===== src/rtl/addsub_div_sequencer_pkg.sv =====
// addsub_div_sequencer_pkg: shared state encodings and default operand width for the divider sequencer.
package addsub_div_sequencer_pkg;
    localparam int WIDTH_DEF = 32;
    typedef enum logic [1:0] {
        IDLE = 2'd0,
        RUN  = 2'd1,
        FIN  = 2'd2
    } state_e;
endpackage


===== src/rtl/part_5_top_module.sv =====
// part_5_top_module: combinational adder/subtractor; sub=1 yields a-b modulo 2^W.
module part_5_top_module #(
    parameter int W = 32
) (
    input  logic [W-1:0] a,
    input  logic [W-1:0] b,
    input  logic         sub,
    output logic [W-1:0] sum
);
    assign sum = a + (sub ? ~b : b) + {{(W-1){1'b0}}, sub};
endmodule


===== src/rtl/addsub_div_sequencer.sv =====
// addsub_div_sequencer: restoring divider, one quotient bit per clock via the shared adder/subtractor.
// A zero divisor spends one busy cycle in RUN without iterating, then reports all-ones / dividend.
module addsub_div_sequencer
    import addsub_div_sequencer_pkg::*;
#(
    parameter int WIDTH = WIDTH_DEF
) (
    input  logic             clk,
    input  logic             rst_n,
    input  logic             start,
    input  logic [WIDTH-1:0] dividend,
    input  logic [WIDTH-1:0] divisor,
    output logic             busy,
    output logic             done,
    output logic [WIDTH-1:0] quotient,
    output logic [WIDTH-1:0] remainder,
    output logic             div_by_zero
);
    localparam int CW = $clog2(WIDTH);

    state_e           state_q, state_d;
    logic [WIDTH-1:0] d_q, d_d, q_q, q_d, r_q, r_d, quot_q, quot_d, rem_q, rem_d;
    logic [CW-1:0]    cnt_q, cnt_d;
    logic             z_q, z_d, dbz_q, dbz_d;
    logic [WIDTH-1:0] s, add_a, add_b, add_sum;
    logic             add_sub, qb;

    part_5_top_module #(.W(WIDTH)) u_addsub (
        .a  (add_a),
        .b  (add_b),
        .sub(add_sub),
        .sum(add_sum)
    );

    always_ff @(posedge clk or negedge rst_n) begin
        if (!rst_n) begin
            state_q <= IDLE;
            d_q     <= '0;
            q_q     <= '0;
            r_q     <= '0;
            cnt_q   <= '0;
            z_q     <= 1'b0;
            quot_q  <= '0;
            rem_q   <= '0;
            dbz_q   <= 1'b0;
        end else begin
            state_q <= state_d;
            d_q     <= d_d;
            q_q     <= q_d;
            r_q     <= r_d;
            cnt_q   <= cnt_d;
            z_q     <= z_d;
            quot_q  <= quot_d;
            rem_q   <= rem_d;
            dbz_q   <= dbz_d;
        end
    end

    always_comb begin
        state_d = state_q;
        case (state_q)
            IDLE:    state_d = start ? RUN : IDLE;
            RUN:     state_d = (cnt_q == '0) ? FIN : RUN;
            default: state_d = IDLE;
        endcase
    end

    always_comb begin
        busy    = state_q == RUN;
        done    = state_q == FIN;
        add_sub = busy;
        add_a   = busy ? s : '0;
        add_b   = busy ? d_q : '0;
    end

    // r_q[WIDTH-1] is the bit shifted out of the remainder; when set, S+2^WIDTH >= D always holds.
    always_comb begin
        s      = {r_q[WIDTH-2:0], q_q[WIDTH-1]};
        qb     = r_q[WIDTH-1] | (s >= d_q);
        d_d    = d_q;
        q_d    = q_q;
        r_d    = r_q;
        cnt_d  = cnt_q;
        z_d    = z_q;
        quot_d = quot_q;
        rem_d  = rem_q;
        dbz_d  = dbz_q;
        if (state_q == IDLE && start) begin
            d_d   = divisor;
            q_d   = dividend;
            r_d   = '0;
            z_d   = divisor == '0;
            cnt_d = (divisor == '0) ? '0 : CW'(WIDTH - 1);
        end
        if (state_q == RUN && !z_q) begin
            r_d   = qb ? add_sum : s;
            q_d   = {q_q[WIDTH-2:0], qb};
            cnt_d = cnt_q - CW'(1);
        end
        if (state_q == RUN && cnt_q == '0) begin
            quot_d = z_q ? '1 : q_d;
            rem_d  = z_q ? q_q : r_d;
            dbz_d  = z_q;
        end
    end

    assign quotient    = quot_q;
    assign remainder   = rem_q;
    assign div_by_zero = dbz_q;
endmodule


===== config.mk =====
export PLATFORM = sky130hd
export DESIGN_NAME = addsub_div_sequencer
export DESIGN_NICKNAME = d
export VERILOG_FILES = /design/src/rtl/addsub_div_sequencer_pkg.sv /design/src/rtl/part_5_top_module.sv /design/src/rtl/addsub_div_sequencer.sv
export SDC_FILE = /design/constraint.sdc
export NUM_CORES = 1
export LEC_CHECK = 0
export BUFFER_PORTS_ARGS = -buffer_cell sky130_fd_sc_hd__buf_2
export CAP_MARGIN = 5
export CORE_ASPECT_RATIO = 1.2
export CORE_MARGIN = 2
export CORE_UTILIZATION = 35
export CTS_CLUSTER_DIAMETER = 100
export DETAILED_ROUTE_END_ITERATION = 16
export SLEW_MARGIN = 20
export SYNTH_ARGS = -nofsm -noshare
export SYNTH_HDL_FRONTEND = slang
export SYNTH_SLANG_ARGS = --single-unit

===== constraint.sdc =====
create_clock -name clk -period 4.85 [get_ports clk]
set_input_delay 0.485 -clock clk [delete_from_list [all_inputs] [get_ports clk]]
set_output_delay 0.485 -clock clk [all_outputs]
set_load 0.005 [all_outputs]

==> reports/results.txt <==
worst reg2reg startpoint: state_q[1]$_DFF_PN0_
mapped cell area: 0.00990 mm²
Port Buffers: 133
ratio of final minimum period to clock period: 88.8%
Tot GR Track Use: 20.3%
Final GP Congestion: 0.944
diode count: 0
family with the most delay on the worst path: compound AO/OA/AOI/OAI gates
Post-Place Worst Slack: 0.618 ns
pin slew with the least headroom to its limit: 0.979 ns
Pleak: 5.52 nW
Die Footprint: 0.0297 mm²
Rel. slew slack: 33.0%
largest net degree at the start of global routing: 102
Reg clk slew, reported paths: 0.07 ns
CP max stage cell: or4_4
flop-to-flop setup slack: 0.54 ns
hold_buf cts: 0
Synth area leader: dfrtp_1
Placed Cells: 1607
total power: 8.84 mW
initial antenna violation count: 1
Die Wd: 158 µm
Final min period: 4.31 ns
Post-CTS Repair Setup Buffers: 0
grt ovf: 0
post-route ant nets: 0
CP peak stage delay: 0.53 ns
top cells by area, synth: dfrtp_1, ha_1, nand2_1
floorplan die height: 188 µm
status: finished, final reports clean
Crit path arrival time: 4.63 ns
R2R depth: 14
most common cell in the synthesized netlist: dfrtp_1
cts bufs inserted: 17
Initial Util: 35.5%
DRC: 0
fill count: 2812
mean post-synth cell area: 8.67 µm²
worst setup margin: 0.543 ns
TritonRoute pass-1 iters: 5
# H-tree levels: 4
# resized after CTS: 0
Final Non-Filler Cells: 1639
Clk Latency, worst-skew pair: 0.44 ns
Syn Nets: 1273
type of the worst setup path: reg -> reg
part of the Yosys area used for sequential elements: 42.7%
ys flop type: dfrtp_1
vias in the first global route: 8517
worst min-delay path category: in -> async
layout cells sized above 1: 15.6%
Post-synth ARST share: 100%
CP cell instances: nand2b_1, inv_1, buf_4, and2_1, ha_1, o21a_1, o211ai_1, o21ai_2, a31oi_4, o31ai_2, a41oi_1, and4b_1, or4_4, a221o_1
clock skew: 0.0101 ns
root buf cell: clkbuf_16
CTS sink count: 169
crit path buf inv count: 2
Vias/cell: 5.19
HPWL Detailed: 21.7 mm
unrepaired setup endpoints after global routing: false
Commonest cells post-synth: dfrtp_1, nand2_1, nor2_1
max cap viols: 0
Core Box Area: 0.0279 mm²
Max Transition Viols Final: 0
I/O pin cnt: 134
CTS max path bufs: 2
Mapped Cells: 1142
maximum VDD drop: 0.330 mV
Power Dens Cells: 770 mW/mm²
EDFF count, synth: 0
row count: 67
WL final: 28.8 mm
Crit. Startpoint: state_q[1]$_DFF_PN0_
maximum clock rate: 232 MHz
endpoints failing hold: 0
final number of setup-violating endpoints: 0
Ys Warns: 0
crit end category: flop
1st-iter DRT viols: 640
count of different cell masters after synthesis: 61
Required @ worst endpoint: 5.17 ns
Setup TNS: 0 ns
vias after detailed routing: 8500
FF+latch count, synth: 169
Reg2Reg Capture Point: remainder[28]$_DFFE_PN0P_
Avg WL per Cell: 17.6 µm
critical path fanouts, max: 27
global-route wire length before repair: 47.2 mm
Area Overhead vs Synth: 16.1%
CTS tree: done
Critical Path Source Type: flop
# nets final: 1378
post-synth top area share: 42.7%
how the worst max path moves through the flow:
stage | slack, ns | depth (start not counted) | end
3_3_place_gp | 0.67 | 14 | remainder[28]$_DFFE_PN0P_
5_1_grt | 0.31 | 14 | remainder[28]$_DFFE_PN0P_
6_report | 0.54 | 14 | remainder[28]$_DFFE_PN0P_
4_1_cts | 0.57 | 14 | remainder[28]$_DFFE_PN0P_
3_5_place_dp | 0.62 | 14 | remainder[28]$_DFFE_PN0P_
2_1_floorplan | 1.05 | 15 | remainder[28]$_DFFE_PN0P_
registers in the layout, summed over array words and instances (netlist names):
register     flops
remainder       32
quotient        32
d_q             32
r_q             32
cnt_q            5
div_by_zero      1
state_q          2
z_q              1
q_q             32
per-stage QoR:
stage	hold slack [ns]	instance area (µm²)	util, %
after detailed placement	0.466	10900	39.2
after floorplan	0.189	9900	-
after global routing	0.233	11500	41.2
after global placement	0.455	10900	39.2
after CTS	0.180	11500	41.2
final	0.129	11500	41.2
kinds of logic (layout without fill, tap and decap cells):
logic type | after synthesis | after routing | synth area share [%]
mux | 44 | 44 | 4.46
fa+ha+maj | 64 | 64 | 8.16
simple gates | 403 | 403 | 18.3
xor+xnor | 29 | 29 | 2.57
buf+inv | 124 | 242 | 4.76
flops | 169 | 169 | 42.7
compound gates | 309 | 309 | 19.0
placed cells by master (no fill, tap or decap), types with 4 or more instances in the layout:
cell,count
o21bai_1,5
buf_4,16
nor4_1,9
nand4_1,8
a22oi_1,12
xor2_1,13
o21ai_0,115
nand3_1,30
clkinv_2,4
or3_1,4
dfrtp_1,168
and3_1,13
a222oi_1,6
nand2_1,161
a21oi_1,89
nor2b_1,4
ha_1,63
nor3_1,7
a21o_1,19
buf_2,132
o21a_1,4
a221o_1,9
nand2b_1,5
o211ai_1,7
and2_1,30
clkbuf_16,17
nor2_1,117
mux2i_1,43
a31oi_1,10
xnor2_1,16
inv_1,60
report_power, final:
group	internal [mW]	leakage, nW	switching, mW
registers	2.09	2.08	0.571
clock network	0.688	0.269	0.602
logic	1.92	3.18	2.97
metal layers:
metal	up-vias	share of wire, %	track usage, %
met5	-	0.045	0
met4	2	1.8	5.77
met3	31	4.3	3.68
met2	185	47	32.4
met1	4082	46	28.2
li1	4200	-	-
area by class of cell:
class	instances	area, µm²	share of cell area [%]
Inverter	61	229	1.99
Tap cell	379	474	4.13
Multi-Input combinational cell	849	5220	45.4
Timing Repair Buffer	149	792	6.89
Sequential cell	169	4230	36.8
Clock inverter	12	90.1	0.784
Clock buffer	20	457	3.97
(Power assumes the default switching activity.)
